<file path="src/rtl/conc_serializer.sv">
// conc_serializer: buffers up to two five-word result frames (a..e) and
// streams each one as five consecutive tagged words on a single output.
module conc_serializer #(
  parameter int WIDTH = 32
) (
  input  logic             clk,
  input  logic             rst,
  input  logic             in_valid,
  output logic             in_ready,
  input  logic [WIDTH-1:0] a,
  input  logic [WIDTH-1:0] b,
  input  logic [WIDTH-1:0] c,
  input  logic [WIDTH-1:0] d,
  input  logic [WIDTH-1:0] e,
  output logic             out_valid,
  input  logic             out_ready,
  output logic [WIDTH-1:0] out_data,
  output logic [2:0]       out_idx,
  output logic             out_last,
  output logic [15:0]      frames_done
);

  // Word k of a frame lives in slice [k], so word 0 is a and word 4 is e.
  typedef logic [4:0][WIDTH-1:0] frame_t;

  localparam logic [2:0] LAST_IDX = 3'd4;

  frame_t      frame_buf [2];
  logic        wr_ptr;
  logic        rd_ptr;
  logic [1:0]  cnt;
  logic [2:0]  idx;
  logic [15:0] done_cnt;

  logic        push;
  logic        xfer;
  logic        pop;
  frame_t      head;

  // NOTE: the handshake flags come from registered state only, so neither
  // in_valid nor out_ready can form a combinational path to a ready/valid.
  assign in_ready  = (cnt != 2'd2);
  assign out_valid = (cnt != 2'd0);

  assign push = in_valid && in_ready;
  assign xfer = out_valid && out_ready;
  assign pop  = xfer && (idx == LAST_IDX);

  assign head        = frame_buf[rd_ptr];
  assign out_idx     = idx;
  assign out_last    = out_valid && (idx == LAST_IDX);
  assign frames_done = done_cnt;

  // Select the current word of the head frame; an empty buffer reads zero.
  always_comb begin
    out_data = '0;
    if (out_valid) begin
      case (idx)
        3'd0:    out_data = head[0];
        3'd1:    out_data = head[1];
        3'd2:    out_data = head[2];
        3'd3:    out_data = head[3];
        default: out_data = head[4];
      endcase
    end
  end

  // Frame storage: write the accepted frame into the slot at wr_ptr.
  // NOTE: the data array is deliberately not reset; cnt gates every read,
  // so stale contents can never reach out_data after a reset.
  always_ff @(posedge clk) begin
    if (push) begin
      frame_buf[wr_ptr] <= {e, d, c, b, a};
    end
  end

  // Control state: pointers, occupancy, word index and completed-frame count.
  always_ff @(posedge clk) begin
    if (rst) begin
      wr_ptr   <= 1'b0;
      rd_ptr   <= 1'b0;
      cnt      <= 2'd0;
      idx      <= 3'd0;
      done_cnt <= 16'd0;
    end else begin
      if (push) begin
        wr_ptr <= ~wr_ptr;
      end

      if (xfer) begin
        if (idx == LAST_IDX) begin
          idx      <= 3'd0;
          rd_ptr   <= ~rd_ptr;
          done_cnt <= done_cnt + 16'd1;
        end else begin
          idx <= idx + 3'd1;
        end
      end

      // A simultaneous push and pop leaves the occupancy unchanged.
      case ({push, pop})
        2'b10:   cnt <= cnt + 2'd1;
        2'b01:   cnt <= cnt - 2'd1;
        default: cnt <= cnt;
      endcase
    end
  end

endmodule

</file>
<file path="config.mk">
export PLATFORM = sky130hd
export DESIGN_NAME = conc_serializer
export DESIGN_NICKNAME = d
export VERILOG_FILES = /design/src/rtl/conc_serializer.sv
export SDC_FILE = /design/constraint.sdc
export NUM_CORES = 1
export LEC_CHECK = 0
export CAP_MARGIN = 20
export CORE_UTILIZATION = 53
export CTS_CLUSTER_DIAMETER = 200
export DETAILED_ROUTE_END_ITERATION = 16
export PLACE_DENSITY = 0.8
export RECOVER_POWER = 25
export SLEW_MARGIN = 5
export SYNTH_ARGS = -nofsm -noshare
export SYNTH_HDL_FRONTEND = slang
export SYNTH_SLANG_ARGS = --single-unit
</file>
<file path="constraint.sdc">
create_clock -name clk -period 11.55 [get_ports clk]
set_clock_uncertainty 0.2 [all_clocks]
set_input_delay 1.7325 -clock clk [delete_from_list [all_inputs] [get_ports clk]]
set_output_delay 1.7325 -clock clk [all_outputs]
set_load 0.02 [all_outputs]
</file>
==> run_results.csv, run 1 <==
group,metric,value,unit
floorplan,die_x,159,um
floorplan,initial_core_util,54.0,%
yosys,ys.flop_type,"edfxtp_1",
yosys,synth-simple-area-share,3.39,%
yosys,syn_avg_cell_area,16.6,sq um
yosys,seq_area_frac_synth,77.0,%
cells_and_area,final_cell_mix,"320 x edfxtp_1, 123 x clkdlybuf4s50_1, 94 x dlygate4sd3_1",
placement,place.gp.congestion,0.814,
timing,hold_viol,0,
cells_and_area,layout_commonest_cell,"edfxtp_1",
timing,relSlewSlack,31.2,%
clock_tree,htreeDepth,2,
timing,drv_slew,0,
worst_setup_path,cp-end-kind,"output port",
clock_tree,cts_buffers,36,
outcome,status,"finished, final reports clean",
cells_and_area,nNetsFinal,1175,
worst_setup_path,reg2reg_from,"cnt[0]",
floorplan,coreArea,24200,sq um
cells_and_area,area_growth,28.7,%
pwr,vdd_drop_max,0.102,mV
timing,clock.fmax,0.172,GHz
drt,viasPerCell,5.97,
placement,dp.final_hpwl,19500,um
drt,ant_nets,0,
worst_setup_path,worstSetupStartpointType,"register",
cells_and_area,drive_gt1_share,8.93,%
yosys,synth_top_family_by_area,"compound AO/OA/AOI/OAI gates",
placement,dp.cells,1288,
global_route,grt_overflow,0,
cells_and_area,final_cells,1374,
yosys,synth_cells,787,
yosys,synth_xor_area_share,0.936,%
yosys,synth_fa_ha_area_share,0.669,%
cells_and_area,fillers,1592,
worst_setup_path,cp.required,9.62,ns
drt,firstDrtPassIters,7,
job,cap_violations,0,
global_route,grt_pass1_wl,46400,um
clock_tree,worstSkewPairLatency,0.51,ns
clock_tree,clk_pin_slew,0.06,ns
timing,setup_viol,0,
clock_tree,post_cts_buffers,0,
yosys,synth_mux_area_share,2.92,%
yosys,yosys_warnings,0,
global_route,grt_pass1_vias,8215,
placement,io_buffers,217,
floorplan,die-area,25300,sq um
timing,setup_tns,0,ns
clock_tree,post_cts_resized,0,
yosys,ys_types,46,
global_route,grt_start_max_net_pins,85,
timing,hold_slack,0.313,ns
timing,finalCritPeriodShare,50.4,%
timing,min_period,5.83,ns
cells_and_area,seq_area,10100,sq um
yosys,syn-num-nets,958,
global_route,track_usage,24.1,%
pwr,power_density,174,nW/um^2
yosys,post_synth_instance_area,13100,sq um
drt,routedWlPerCell,22.5,um
worst_setup_path,critical_path.startpoint,"out_idx[2]",
clock_tree,holdBufCountCts,0,
clock_tree,cts-root-buf,"clkbuf_16",
worst_setup_path,path_max_fanout,76,
floorplan,die_h,159,um
yosys,synthArstFlopShare,0,%
yosys,synth_edf_count,320,
yosys,ys_ff_latch,344,
clock_tree,cts_tree,"built",
clock_tree,cts_max_path_buffers,3,
timing,tightest_slew,1.03,ns
clock_tree,clock_sinks,344,
worst_setup_path,arrival,3.89,ns
timing,rsz0062_at_grt,"no",
cells_and_area,multi_input_area,2780,sq um
drt,vias,8200,
drt,drt-total-wl,30900,um
worst_setup_path,crit_type,"reg2out",
floorplan,ios,218,
pwr,leakagePower,5.55,nW
drt,drc,0,
worst_hold_path,hp-start,"rd_ptr",
floorplan,num_rows,57,
yosys,synth-compound-area-share,13.1,%
worst_hold_path,hp-class,"reg2reg",
global_route,antenna_found_initial,19,
drt,drt_iter0_drc,959,
## metal layers
metal / wire [um] / share of wire [%] / track usage, % / vias to the layer above
li1: - / - / - / 3696
met1: 12200 / 40 / 31.2 / 4024
met2: 15300 / 49 / 39.3 / 404
met3: 2250 / 7.3 / 4.92 / 72
met5: 27 / 0.087 / 0 / -
met4: 1140 / 3.7 / 11.5 / 4
## flip-flops by register name, summed over array words and instances, names as in the netlist, named ones only
| register | flops |
|---|---|
| frame_buf | 320 |
| cnt | 2 |
| rd_ptr | 1 |
| wr_ptr | 1 |
| frames_done | 16 |
| out_idx | 3 |
## critical path, cell delays in order (launching register included)
cell             delay (ns)
dfxtp_1                0.31
buf_4                  0.35
inv_1                  0.17
ha_2                   0.21
buf_4                  0.37
a21oi_4                0.51
nand2_2                0.44
o2bb2ai_1              0.35
clkdlybuf4s50_1        0.65
## synth_stat cells, types with 5 or more instances
master	number	area, sq um
o22ai_1	5	31.3
buf_2	16	80.1
nor2_1	19	71.3
nor2b_1	5	31.3
nand2_1	33	124
inv_1	8	30.0
a22o_1	15	131
o2bb2ai_1	12	105
o21ai_0	20	100
a211oi_1	12	90.1
a21oi_1	63	315
a221oi_1	30	263
or3_1	7	43.8
ha_1	7	87.6
xnor2_1	6	52.6
clkbuf_1	30	113
edfxtp_1	320	9610
nand3_1	6	30.0
a22oi_1	31	233
dfxtp_1	24	480
xor2_1	8	70.1
mux2_2	18	203
a222oi_1	34	340
mux2i_1	18	180
buf_1	6	22.5
## area by class of cell
class / instances / share of cell area (%)
clock buffer: 53 / 6.09
multi-input combinational: 380 / 16.5
antenna: 20 / 0.297
tap: 324 / 2.40
clock inverter: 11 / 0.838
inverter: 10 / 0.223
sequential: 344 / 59.9
timing repair buffer: 232 / 13.8
## worst paths after layout
check / end / depth (start not counted) / slack (ns)
min: rd_ptr / 2 / 0.31
min reg2reg: rd_ptr / 2 / 0.31
max: out_data[4] / 8 / 5.72
max reg2reg: frame_buf[0][52] / 5 / 7.65
## cell families (layout without fill, tap and decap cells)
logic type / after synthesis / count (layout)
flip-flops: 344 / 344
AO/OA/AOI/OAI: 234 / 234
buffers and inverters: 63 / 306
XOR/XNOR: 14 / 14
AND/OR/NAND/NOR: 89 / 89
adder cells (fa/ha/maj): 7 / 7
other: 0 / 20
multiplexers: 36 / 36
## power by group
part / internal, mW / total [mW] / switching (mW) / leakage (nW)
sequential: 1.47 / 1.49 / 0.0248 / 3.19
clock: 0.685 / 1.14 / 0.450 / 0.568
combinational: 0.128 / 0.307 / 0.179 / 1.79
## stage by stage
step / cell area [sq um] / power (mW) / utilization, % / setup WS, ns
6_report: 16900 / 2.93 / 69.5 / 5.72
5_1_grt: 16900 / 3.02 / 69.5 / 5.57
4_1_cts: 16800 / 2.95 / 69.1 / 5.69
3_5_place_dp: 15600 / 1.83 / 64.3 / 6.19
3_3_place_gp: 15600 / 1.82 / 64.3 / 6.25
2_1_floorplan: 13100 / 1.68 / - / 2.20
No activity file was read; power rests on OpenSTA's default activity.
==> inputs of run 2 (changes only) <==
--- a/config.mk
+++ b/config.mk
@@ -6,10 +6,10 @@
 export NUM_CORES = 1
 export LEC_CHECK = 0
 export CAP_MARGIN = 20
-export CORE_UTILIZATION = 53
+export CORE_UTILIZATION = 48
 export CTS_CLUSTER_DIAMETER = 200
 export DETAILED_ROUTE_END_ITERATION = 16
-export PLACE_DENSITY = 0.8
+export PLACE_DENSITY = 0.76
 export RECOVER_POWER = 25
 export SLEW_MARGIN = 5
 export SYNTH_ARGS = -nofsm -noshare
==> constraint.sdc (replaced) <==
create_clock -name clk -period 4.9 [get_ports clk]
set_clock_uncertainty 0.2 [all_clocks]
set_input_delay 0.735 -clock clk [delete_from_list [all_inputs] [get_ports clk]]
set_output_delay 0.735 -clock clk [all_outputs]
set_load 0.02 [all_outputs]
==> run_results.csv, run 2 (same netlist as run 1, synthesis figures left out) <==
group,metric,value,unit
outcome,status,"finished, violations left",
drt,viasPerCell,5.86,
floorplan,num_rows,60,
placement,dp.final_hpwl,20300,um
pwr,p_int,5.36,mW
pwr,power_frac_seq,50.8,%
cells_and_area,largest_reg_flops,320,
placement,place.gp.congestion,0.788,
pwr,leakagePower,5.58,nW
clock_tree,cts_max_path_buffers,3,
worst_hold_path,hp-class,"reg2reg",
placement,io_buffers,217,
clock_tree,cts_buffers,36,
clock_tree,clock_sinks,344,
pwr,clkPwrFrac,38.5,%
worst_setup_path,arrival,3.58,ns
global_route,antenna_found_initial,15,
clock_tree,worstSkewPairLatency,0.51,ns
timing,finalCritPeriodShare,92.2,%
worst_setup_path,path_max_fanout,17,
cells_and_area,final_cell_mix,"320 x edfxtp_1, 125 x clkdlybuf4s50_1, 92 x dlygate4sd3_1",
floorplan,die_h,167,um
clock_tree,cts_tree,"built",
worst_setup_path,cp-end-kind,"output port",
floorplan,die_x,167,um
cells_and_area,drive_gt1_share,10.1,%
worst_setup_path,cp.required,3.96,ns
worst_setup_path,worstSetupStartpointType,"register",
drt,vias,8135,
clock_tree,holdBufCountCts,0,
clock_tree,post_cts_buffers,0,
worst_setup_path,crit_type,"reg2out",
timing,min_period,4.52,ns
timing,relSlewSlack,36.0,%
clock_tree,clk_pin_slew,0.06,ns
clock_tree,cts-root-buf,"clkbuf_16",
drt,firstDrtPassIters,13,
drt,drt_iter0_drc,797,
floorplan,coreArea,26900,sq um
worst_hold_path,holdPathStages,2,
timing,hold_viol,0,
global_route,grt_start_max_net_pins,68,
timing,setup_viol,0,
pwr,vdd_drop_max,0.225,mV
cells_and_area,layout_commonest_cell,"edfxtp_1",
outcome,violations,"DRC",
cells_and_area,area_growth,29.1,%
global_route,grt_pass1_vias,8224,
global_route,grt_pass1_wl,46900,um
drt,drt-total-wl,31300,um
drt,routedWlPerCell,22.6,um
floorplan,initial_core_util,48.7,%
timing,tightest_slew,0.955,ns
clock_tree,htreeDepth,2,
timing,drv_slew,0,
pwr,power.switching,1.55,mW
clock_tree,post_cts_resized,0,
job,cap_violations,0,
cells_and_area,top_register,"frame_buf",
global_route,track_usage,22.2,%
timing,rsz0062_at_grt,"no",
drt,ant_nets,0,
floorplan,die-area,28000,sq um
pwr,switching_share,22.5,%
pwr,power_frac_comb,10.7,%
global_route,grt_overflow,0,
drt,drc,4,
pwr,finalPower,6.91,mW
timing,clock.fmax,0.221,GHz
cells_and_area,nNetsFinal,1184,
pwr,power_density,409,nW/um^2
worst_setup_path,r2r_cells,4,
floorplan,ios,218,
timing,setup_tns,0,ns
==> run 2: worst max-delay path: stages (launching register included) <==
cell             delay, ns
dfxtp_1               0.41
inv_1                 0.11
ha_1                  0.31
or3_1                 0.45
a21oi_4               0.39
nand2_2               0.40
o22ai_1               0.35
clkdlybuf4s50_1       0.65
==> run 2: power by group through the flow <==
stage | registers, mW | clock network (mW) | logic, mW
2_1_floorplan | 3.57 | 0 | 0.362
3_3_place_gp | 3.56 | 0 | 0.743
3_5_place_dp | 3.57 | 0 | 0.754
4_1_cts | 3.51 | 2.70 | 0.757
5_1_grt | 3.53 | 2.81 | 0.787
6_report | 3.51 | 2.66 | 0.740
==> run 2: path summary, 6_finish.rpt <==
check | startpoint | to | slack, ns
worst min-delay path | frames_done[14] | frames_done[14] | 0.30
worst max register to register | cnt[0] | frame_buf[0][98] | 2.35
worst min register to register | frames_done[14] | frames_done[14] | 0.30
worst max-delay path | out_idx[0] | out_data[29] | 0.38
==> run 2: stage by stage <==
step	cell area, sq um	std cells	hold WS [ns]	util, %	setup WS (ns)
6_report	16900	1389	0.301	62.9	0.383
5_1_grt	16900	1386	0.345	62.9	0.184
4_1_cts	16900	1377	0.308	62.8	0.372
3_5_place_dp	15700	1316	0.297	58.5	0.910
3_3_place_gp	15700	1316	0.280	58.5	1.02
2_1_floorplan	13100	787	0.272	-	0.996
==> run 2: cell type report <==
| class | count | area, sq um |
|---|---|---|
| Multi-Input combinational cell | 380 | 2780 |
| Timing Repair Buffer | 241 | 2390 |
| Clock buffer | 41 | 941 |
| Tap cell | 341 | 427 |
| Clock inverter | 20 | 209 |
| Sequential cell | 344 | 10100 |
| Inverter | 10 | 37.5 |
| Antenna cell | 12 | 30.0 |
| Fill cell | 1934 | 9970 |
==> run 2: layer usage <==
metal	track usage [%]	up-vias	wire length, um
li1	-	3709	-
met1	28.9	3989	12700
met2	36.1	372	15200
met3	5.29	59	2580
met4	9.17	6	836
met5	0	-	45
==> inputs of run 3 (changes only) <==
--- a/config.mk
+++ b/config.mk
@@ -9,7 +9,7 @@
 export CORE_UTILIZATION = 48
 export CTS_CLUSTER_DIAMETER = 200
 export DETAILED_ROUTE_END_ITERATION = 16
-export PLACE_DENSITY = 0.76
+export PLACE_DENSITY_LB_ADDON = 0.3
 export RECOVER_POWER = 25
 export SLEW_MARGIN = 5
 export SYNTH_ARGS = -nofsm -noshare
==> run_results.csv, run 3 (same netlist as run 1, synthesis figures left out) <==
group,metric,value,unit
floorplan,num_rows,60,
clock_tree,post_cts_resized,0,
clock_tree,cts_tree,"built",
placement,placed_area,15700,sq um
clock_tree,cts_max_path_buffers,3,
timing,setup_viol,0,
cells_and_area,final_cell_mix,"320 x edfxtp_1, 124 x clkdlybuf4s50_1, 93 x dlygate4sd3_1",
worst_setup_path,cp-end-kind,"output port",
cells_and_area,layout_commonest_cell,"edfxtp_1",
global_route,grt_start_max_net_pins,76,
worst_hold_path,hp-start,"frames_done[14]",
timing,relSlewSlack,34.9,%
worst_setup_path,critical_path.startpoint,"out_idx[0]",
cells_and_area,fin_util,62.6,%
clock_tree,holdBufCountCts,0,
cells_and_area,largest_reg_flops,320,
cells_and_area,nNetsFinal,1180,
global_route,grt_pass1_vias,8148,
worst_setup_path,cp.required,3.96,ns
worst_setup_path,crit_type,"reg2out",
timing,rsz0062_at_grt,"no",
cells_and_area,fillers,1979,
drt,drt-total-wl,30700,um
timing,min_period,4.32,ns
placement,dp.final_hpwl,19500,um
clock_tree,clk_pin_slew,0.06,ns
worst_setup_path,reg2reg_from,"out_idx[0]",
pwr,power_density,400,nW/um^2
pwr,vdd_drop_max,0.291,mV
drt,drt_iter0_drc,730,
worst_setup_path,cpLargestDelayFamily,"buffers and inverters",
cells_and_area,top_register,"frame_buf",
worst_setup_path,arrival,3.39,ns
clock_tree,clock_sinks,344,
worst_setup_path,slowest_stage,"clkdlybuf4s50_1",
global_route,grt_overflow,0,
floorplan,die-area,28000,sq um
clock_tree,htreeDepth,2,
drt,viasPerCell,5.81,
worst_setup_path,max_stage_delay,0.64,ns
job,cap_violations,0,
cells_and_area,area_growth,28.4,%
drt,routedWlPerCell,22.1,um
drt,firstDrtPassIters,6,
clock_tree,worstSkewPairLatency,0.52,ns
floorplan,ios,218,
worst_setup_path,cp_cell_sequence,"inv_1 -> ha_1 -> buf_4 -> or3_1 -> a21oi_4 -> nand2_2 -> o22ai_1 -> clkdlybuf4s50_1",
global_route,antenna_found_initial,11,
worst_setup_path,worstSetupStartpointType,"register",
timing,hold_viol,0,
cells_and_area,fin_area,16800,sq um
cells_and_area,drive_gt1_share,9.45,%
global_route,grt_pass1_wl,46100,um
global_route,track_usage,21.8,%
drt,vias,8059,
pwr,leakagePower,5.53,nW
floorplan,die_h,167,um
timing,clock.fmax,0.231,GHz
placement,place.gp.congestion,0.818,
clock_tree,cts_buffers,37,
timing,finalCritPeriodShare,88.2,%
timing,drv_slew,0,
floorplan,die_x,167,um
timing,setup_tns,0,ns
worst_setup_path,path_max_fanout,23,
timing,tightest_slew,0.974,ns
clock_tree,post_cts_buffers,0,
drt,drc,0,
worst_hold_path,hp-class,"reg2reg",
floorplan,initial_core_util,48.7,%
placement,io_buffers,217,
floorplan,coreArea,26900,sq um
outcome,status,"finished, final reports clean",
worst_setup_path,cp_num_buf_inv,3,
drt,ant_nets,0,
clock_tree,cts-root-buf,"clkbuf_16",
==> run 3: path summary, 6_finish.rpt <==
path | endpoint | slack (ns) | cells past startpoint
worst min-delay path | frames_done[14] | 0.32 | 2
worst max register to register | cnt[1] | 2.30 | 9
worst min register to register | frames_done[14] | 0.32 | 2
worst max-delay path | out_data[1] | 0.58 | 8
==> run 3: power breakdown <==
group	internal [mW]	leakage, nW	total [mW]	switching [mW]
clock	1.40	0.534	2.49	1.09
sequential	3.46	3.19	3.51	0.0567
combinational	0.313	1.81	0.732	0.418
total	5.17	5.53	6.74	1.56
==> run 3: routing by layer <==
metal,routed length (um),vias up,track usage (%)
met5,39,-,0
met4,867,6,8.97
met3,2370,63,4.87
met2,14900,356,34.6
met1,12500,3942,29.2
li1,-,3692,-
==> run 3: stage by stage <==
stage          power, mW  hold WS [ns]  setup WS, ns  instances
2_1_floorplan       3.93         0.272         0.996        787
5_1_grt             6.97         0.350         0.396       1383
6_report            6.74         0.318         0.580       1386
3_3_place_gp        4.31         0.287          1.19       1311
4_1_cts             6.81         0.313         0.546       1378
3_5_place_dp        4.32         0.296          1.09       1311
==> run 3: final cells by class <==
cell class                 instances  area, sq um  share of cell area (%)
tap                              341          427                    2.54
clock inverter                    20          120                   0.714
multi-input combinational        380         2800                    16.6
timing repair buffer             236         2360                    14.1
antenna                            8         20.0                   0.119
sequential                       344        10100                    60.0
inverter                          10         37.5                   0.223
clock buffer                      47          963                    5.73
==> run 3: worst reg2reg max path, cell delays in order (launching register included) <==
cell	delay (ns)
dfxtp_1	0.35
inv_1	0.11
ha_1	0.17
buf_4	0.32
and2_1	0.27
nand3_1	0.24
inv_1	0.12
ha_1	0.26
or3_1	0.35
a21oi_1	0.14
